===== src/rtl/soustracteur_serie_pkg.sv =====
// ----------------------------------------------------------------------------
// soustracteur_serie_pkg
//   Shared definitions for the bit-serial subtractor: FSM state type and
//   state encodings.
// ----------------------------------------------------------------------------
package soustracteur_serie_pkg;

    typedef logic [1:0] state_t;

    localparam state_t ST_IDLE  = 2'd0;
    localparam state_t ST_SHIFT = 2'd1;
    localparam state_t ST_DONE  = 2'd2;

endpackage


===== src/rtl/soustracteur_serie_if.sv =====
// ----------------------------------------------------------------------------
// soustracteur_serie_if
//   Start/done handshake and operand/result bus of the serial subtractor.
//   master : requester (drives start, a, b; observes busy, done, diff, bout)
//   slave  : subtractor (observes start, a, b; drives busy, done, diff, bout)
// ----------------------------------------------------------------------------
interface soustracteur_serie_if #(
    parameter int unsigned N = 8
);
    logic         start;
    logic [N-1:0] a;
    logic [N-1:0] b;
    logic         busy;
    logic         done;
    logic [N-1:0] diff;
    logic         bout;

    modport master (
        output start, a, b,
        input  busy, done, diff, bout
    );

    modport slave (
        input  start, a, b,
        output busy, done, diff, bout
    );
endinterface


===== src/rtl/soustracteur_1bit.sv =====
// ----------------------------------------------------------------------------
// soustracteur_1bit
//   Combinational full subtractor: d = a - b - bin.
//   i_a    : minuend bit
//   i_b    : subtrahend bit
//   i_bin  : borrow in
//   o_d    : difference bit
//   o_bout : borrow out
// ----------------------------------------------------------------------------
module soustracteur_1bit (
    input  logic i_a,
    input  logic i_b,
    input  logic i_bin,
    output logic o_d,
    output logic o_bout
);
    logic w_x;

    assign w_x    = i_a ^ i_b;
    assign o_d    = w_x ^ i_bin;
    // Borrow when a<b outright, or when a==b and a borrow is pending.
    assign o_bout = (~i_a & i_b) | (~w_x & i_bin);
endmodule


===== src/rtl/soustracteur_serie.sv =====
// ----------------------------------------------------------------------------
// soustracteur_serie
//   Bit-serial N-bit unsigned subtractor, diff = a - b mod 2^N, LSB first,
//   one bit per clock, with a start/done handshake.
//   i_clk   : clock, rising edge
//   i_rst_n : synchronous active-low reset
//   bus     : slave side of soustracteur_serie_if
//             start/a/b in; busy (SHIFT), done (1-cycle pulse), diff, bout out
// ----------------------------------------------------------------------------
module soustracteur_serie
    import soustracteur_serie_pkg::*;
#(
    parameter int unsigned N = 8
) (
    input  logic                  i_clk,
    input  logic                  i_rst_n,
    soustracteur_serie_if.slave   bus
);
    localparam int unsigned CntW = (N > 1) ? $clog2(N) : 1;

    state_t         r_state, w_state_d;
    logic [N-1:0]   r_ra, w_ra_d;
    logic [N-1:0]   r_rb, w_rb_d;
    logic           r_borrow, w_borrow_d;
    logic [CntW-1:0] r_cnt, w_cnt_d;
    logic [N-1:0]   r_diff, w_diff_d;
    logic           r_bout, w_bout_d;

    logic           w_d;
    logic           w_bit_bout;

    soustracteur_1bit u_sub (
        .i_a    (r_ra[0]),
        .i_b    (r_rb[0]),
        .i_bin  (r_borrow),
        .o_d    (w_d),
        .o_bout (w_bit_bout)
    );

    always_comb begin
        w_state_d  = r_state;
        w_ra_d     = r_ra;
        w_rb_d     = r_rb;
        w_borrow_d = r_borrow;
        w_cnt_d    = r_cnt;
        w_diff_d   = r_diff;
        w_bout_d   = r_bout;
        case (r_state)
            ST_IDLE: begin
                if (bus.start) begin
                    w_state_d  = ST_SHIFT;
                    w_ra_d     = bus.a;
                    w_rb_d     = bus.b;
                    w_borrow_d = 1'b0;
                    w_cnt_d    = '0;
                    w_diff_d   = '0;
                    w_bout_d   = 1'b0;
                end
            end
            ST_SHIFT: begin
                w_ra_d     = {1'b0, r_ra[N-1:1]};
                w_rb_d     = {1'b0, r_rb[N-1:1]};
                w_diff_d   = {w_d, r_diff[N-1:1]};
                w_borrow_d = w_bit_bout;
                if (r_cnt == CntW'(N - 1)) begin
                    // Last bit: publish the borrow; counter is held so it never wraps.
                    w_bout_d  = w_bit_bout;
                    w_state_d = ST_DONE;
                end else begin
                    w_cnt_d = r_cnt + CntW'(1);
                end
            end
            ST_DONE: begin
                w_state_d = ST_IDLE;
            end
            default: begin
                w_state_d = ST_IDLE;
            end
        endcase
    end

    always_ff @(posedge i_clk) begin
        if (!i_rst_n) begin
            r_state  <= ST_IDLE;
            r_ra     <= '0;
            r_rb     <= '0;
            r_borrow <= 1'b0;
            r_cnt    <= '0;
            r_diff   <= '0;
            r_bout   <= 1'b0;
        end else begin
            r_state  <= w_state_d;
            r_ra     <= w_ra_d;
            r_rb     <= w_rb_d;
            r_borrow <= w_borrow_d;
            r_cnt    <= w_cnt_d;
            r_diff   <= w_diff_d;
            r_bout   <= w_bout_d;
        end
    end

    assign bus.busy = (r_state == ST_SHIFT);
    assign bus.done = (r_state == ST_DONE);
    assign bus.diff = r_diff;
    assign bus.bout = r_bout;
endmodule

===== src/flat_wrapper.sv =====
// flat-port wrapper written by rule: the top's interface ports become plain ports
module soustracteur_serie_flat import soustracteur_serie_pkg::*;
#(
    parameter int unsigned N = 8
)
  (i_clk, i_rst_n, bus_start, bus_a, bus_b, bus_busy, bus_done, bus_diff, bus_bout);
  soustracteur_serie_if #(.N(N)) bus_i ();
  input  logic i_clk;
  input  logic i_rst_n;
  input wire logic [$bits(bus_i.start)-1:0] bus_start;
  input wire logic [$bits(bus_i.a)-1:0] bus_a;
  input wire logic [$bits(bus_i.b)-1:0] bus_b;
  output wire logic [$bits(bus_i.busy)-1:0] bus_busy;
  output wire logic [$bits(bus_i.done)-1:0] bus_done;
  output wire logic [$bits(bus_i.diff)-1:0] bus_diff;
  output wire logic [$bits(bus_i.bout)-1:0] bus_bout;
  assign bus_i.start = bus_start;
  assign bus_i.a = bus_a;
  assign bus_i.b = bus_b;
  assign bus_busy = bus_i.busy;
  assign bus_done = bus_i.done;
  assign bus_diff = bus_i.diff;
  assign bus_bout = bus_i.bout;
  soustracteur_serie #(.N(N)) u_core (.i_clk(i_clk), .i_rst_n(i_rst_n), .bus(bus_i));
endmodule

===== config.mk =====
export PLATFORM = sky130hd
export DESIGN_NAME = soustracteur_serie_flat
export DESIGN_NICKNAME = d
export VERILOG_FILES = /design/src/rtl/soustracteur_serie_pkg.sv /design/src/rtl/soustracteur_serie_if.sv /design/src/rtl/soustracteur_1bit.sv /design/src/rtl/soustracteur_serie.sv /design/src/flat_wrapper.sv
export SDC_FILE = /design/constraint.sdc
export NUM_CORES = 1
export LEC_CHECK = 0
export BUFFER_PORTS_ARGS = -buffer_cell sky130_fd_sc_hd__buf_2
export CAP_MARGIN = 5
export CORE_MARGIN = 1
export CORE_UTILIZATION = 45
export DETAILED_ROUTE_END_ITERATION = 8
export PLACE_DENSITY = 0.71
export RECOVER_POWER = 100
export SYNTH_ARGS = -nofsm -noshare
export SYNTH_HDL_FRONTEND = slang
export SYNTH_HIERARCHICAL = 1
export SYNTH_SLANG_ARGS = --single-unit
export TNS_END_PERCENT = 5

===== constraint.sdc =====
create_clock -name i_clk -period 1.4 [get_ports i_clk]
set_input_delay 0.07 -clock i_clk [delete_from_list [all_inputs] [get_ports i_clk]]
set_output_delay 0.07 -clock i_clk [all_outputs]
set_load 0.1 [all_outputs]

==> results.txt <==
- Post-route DRC violation count: 2
* Number of synthesized register bits: 31
- Between clock sinks in the finished design, the worst skew comes to about 0.003 ns.
- Number of global-route vias before repair: 1,201
- Vias: 1,216
* Fin util: 56.7%
- At the end of routability-driven placement, the weighted congestion stood at around 0.74.
- Internal power: between 1 and 1.5 mW
- Outcome: finished with violations
- Clock slew seen by the registers of the worst setup and hold paths: around 0.09 ns
- Number of enable-type register cells in the synthesized netlist: 0
* Final TNS setup: 0 ns
* Final hold violation count: 0
* Critical Setup Path Class: flip-flop to flip-flop
- Tightest Pin Transition: ~0.54 ns
* Worst Path Arrival: 1.61 ns
- From bottom edge to top edge, the die measures slightly below 60 um.
- Per report_power, the clock group accounts for 27.2% of the total.
- After technology mapping, the gate count stands at roughly 150.
- The top cell type by area accounts for between 40% and 50% of the synthesized area.
- Endpoint of the worst-slack reg-to-reg timing path: u_core/r_cnt[0]
- Summing every instance area after synthesis gives around 1400 um^2.
- Antenna violations before repair: 0
- Total nets after synthesis: around 180
* Startpoint of the lowest-slack hold path: bus_b[7]
- TritonCTS created 5 clock buffers.
- Sequential fraction of design power: between 50% and 60%
- Max frequency: a little over 700 MHz
- Total count of max-transition violations in the final report: 0
- Total of buffers placed on input and output ports: 29
- In the post-synthesis netlist, the biggest area contributors are sky130_fd_sc_hd__dfxtp_1 (44%), sky130_fd_sc_hd__o2bb2ai_1 (6.9%), sky130_fd_sc_hd__a22oi_1 (5.9%), sky130_fd_sc_hd__a21oi_1 (5.4%), sky130_fd_sc_hd__nor2b_1 (5.4%).
- For this design the static power due to leakage is ~0.65 nW.
- Post-detailed-routing wire length: approximately 3.1 mm
- Once the floorplan was initialized, standard cells occupied between 40% and 50% of the core.
* Number of warnings issued by yosys: 6
* Register area share after synthesis: between 40 and 50%
* Critical Path End Type: flip-flop
- In this run the power spent charging and discharging nets is 0.492 mW.
- Mean instance size in the synthesized netlist: 9.20 um^2
- In the post-synthesis netlist, the cell with the most instances is sky130_fd_sc_hd__dfxtp_1.
- Cell taking the most area after synthesis: sky130_fd_sc_hd__dfxtp_1
- In this run the worst path has a maximum fanout of 4.
- The share of total power dissipated in combinational logic is between 10% and 20%.
- Worst min-delay path endpoint: u_core/r_rb[7]
- HP Class: input port to flip-flop
- For this run, the total global-route usage over all layers was measured as 21.1%.
- In this run the tightest slew margin relative to its limit is between 60% and 70%.
- Failing checks: DRC
* Period Utilization, post-route: roughly 100%
- Placeable Area: roughly 2900 um^2
* Number of cells on the worst reg-to-reg path: 5
- The area growth from synthesis to layout is 15.7%.
- STA classifies the critical path startpoint as a flip-flop.
- STA puts the critical path data required time at ~1.6 ns.
- Mean number of vias per cell: ~5.7
- Number of unique standard cell types used by synthesis: 29
* Ys flop type: sky130_fd_sc_hd__dfxtp_1
- Entering global routing, the biggest net connects 34 pins.
- The worst-case IR drop observed on VDD is 0.000474 V.
* Ports placed on the boundary: 30
- Layout Nets: between 200 and 250
- The initialized floorplan defines 19 standard-cell rows.
- The first global-routing pass estimated 5.26 mm of wire.
- The tool flagged a number of max-cap violations equal to 0.
- The longest clock path from root to sink contains 2 buffers.
* Number of nets still failing antenna checks after routing: 0
* Clock tree from TritonCTS: built
* Overall die width: 57.8 um
* First drt pass iteration count: 6
- Clock tree synthesis selected as its root buffer the cell sky130_fd_sc_hd__clkbuf_4.
* Number of DRC violations after detailed-routing iteration 0: 58
- Total power divided by cell area: approximately 1100 nW/um^2
* WHS Path Cells: 3
* Half-perimeter wire length after detailed placement: between 2 and 2.5 mm
- The H-tree was split into 2 levels.
* DR WL/cell: approximately 15 um
- Net switching is roughly 29% of the power.
- Setup repair after global routing could not meet its margin everywhere.
- Number of clock sinks: 31
* Post-route minimum period: about 1.4 ns
* Grt ovf: 0
- Worst-case register-to-register setup slack: ~0.011 ns
- Share of cells above drive strength 1: between 20% and 30%
* Proportion of register bits with asynchronous set or reset after synthesis: 0%
* Diode count: 0
* Clock insertion delay at the later pin of the skew report: approximately 0.33 ns
- The floorplan step defined a die boundary enclosing roughly 3300 um^2.
- The commonest cells after synthesis are sky130_fd_sc_hd__dfxtp_1 (31), sky130_fd_sc_hd__a21oi_1 (15), sky130_fd_sc_hd__nor2_1 (14), sky130_fd_sc_hd__o21ai_0 (14), sky130_fd_sc_hd__nor2b_1 (12).
- Number of setup violations in the final report: 0
- Reg-to-Reg Start: u_core/r_cnt[0]
==> per-layer routing <==
metal  part of all wire (%)  GRT usage (%)
met1                     41           21.5
met5                      0              0
met2                     52           39.4
met4                    1.9           9.18
met3                    5.2           6.92
==> registers in the layout, indices dropped and copies added (netlist names) <==
signal / count
u_core/bus.bout: 1
u_core/r_ra: 8
u_core/bus.diff: 8
u_core/r_borrow: 1
u_core/r_rb: 8
u_core/r_cnt: 3
u_core/r_state: 2
==> power by group through the flow <==
stage | logic (mW) | registers, mW | clock network [mW]
after floorplan | 0.189 | 1.01 | 0
after CTS | 0.287 | 0.961 | 0.481
final | 0.284 | 0.963 | 0.466
after global routing | 0.314 | 0.968 | 0.527
after global placement | 0.276 | 0.979 | 0
after detailed placement | 0.285 | 0.981 | 0
==> cells by family after synthesis <==
kind of cell,count (synthesis),synth area share [%]
AOI/OAI and AO/OA,62,29.2
adders and majority gates,4,4.11
buffers and inverters,16,7.96
DFF,31,44.4
and+or+nand+nor,39,14.4
==> placed cells by master (no fill, tap or decap), types with 5 or more instances in the layout <==
cell | Yosys | layout
sky130_fd_sc_hd__clkbuf_4 | 0 | 5
sky130_fd_sc_hd__a21oi_1 | 15 | 15
sky130_fd_sc_hd__o22ai_1 | 5 | 5
sky130_fd_sc_hd__o2bb2ai_1 | 11 | 11
sky130_fd_sc_hd__nand2_1 | 7 | 7
sky130_fd_sc_hd__a22oi_1 | 11 | 11
sky130_fd_sc_hd__clkbuf_2 | 0 | 11
sky130_fd_sc_hd__nor2_1 | 14 | 13
sky130_fd_sc_hd__dfxtp_1 | 31 | 29
sky130_fd_sc_hd__o21ai_0 | 14 | 15
sky130_fd_sc_hd__buf_2 | 1 | 18
sky130_fd_sc_hd__nor2b_1 | 12 | 12
==> how the worst max path moves through the flow <==
stage	start	to	slack (ns)
2_1_floorplan	u_core/bus.bout	u_core/bus.bout	-0.01
3_3_place_gp	u_core/r_cnt[0]	u_core/r_cnt[0]	0.10
3_5_place_dp	u_core/r_cnt[0]	u_core/r_cnt[0]	0.02
4_1_cts	u_core/r_cnt[0]	u_core/r_cnt[0]	0.002
5_1_grt	u_core/r_cnt[0]	u_core/r_cnt[0]	-0.05
6_report	u_core/r_cnt[0]	u_core/r_cnt[0]	0.01
==> layout make-up <==
class	count	area, um^2
clock buffers	6	41.3
fillers	281	1230
inverters	5	22.5
multi-input cells	105	677
flip-flops and latches	31	623
well taps	31	38.8
repair buffers	35	215
==> stage by stage <==
stage	total power, mW	worst slack [ns]	std cells	area [um^2]	hold WS (ns)
final	1.71	0.0106	213	1620	0.00611
after global routing	1.81	-0.0462	213	1620	0.0128
after CTS	1.73	0.00214	213	1620	0.00156
after detailed placement	1.27	0.0223	206	1570	0.356
after global placement	1.25	0.103	206	1570	0.333
after floorplan	1.20	-0.0145	152	1410	0.210
==> critical path: stages, from the launching register on <==
cell and delay (ns):
sky130_fd_sc_hd__dfxtp_2 0.34, sky130_fd_sc_hd__ha_1 0.22, sky130_fd_sc_hd__ha_1 0.21, sky130_fd_sc_hd__and3_2 0.21, sky130_fd_sc_hd__a221oi_1 0.21, sky130_fd_sc_hd__nor2b_1 0.09
==> timing repair <==
item                                    CTS  global route
hold buffers                              0             0
buffers inserted                          1             0
resized for setup                         4             2
endpoints found under the setup margin    3             3
hold endpoints to repair                  0             0
pin swaps                                 0             1
Power figures use the tool's default switching activity.
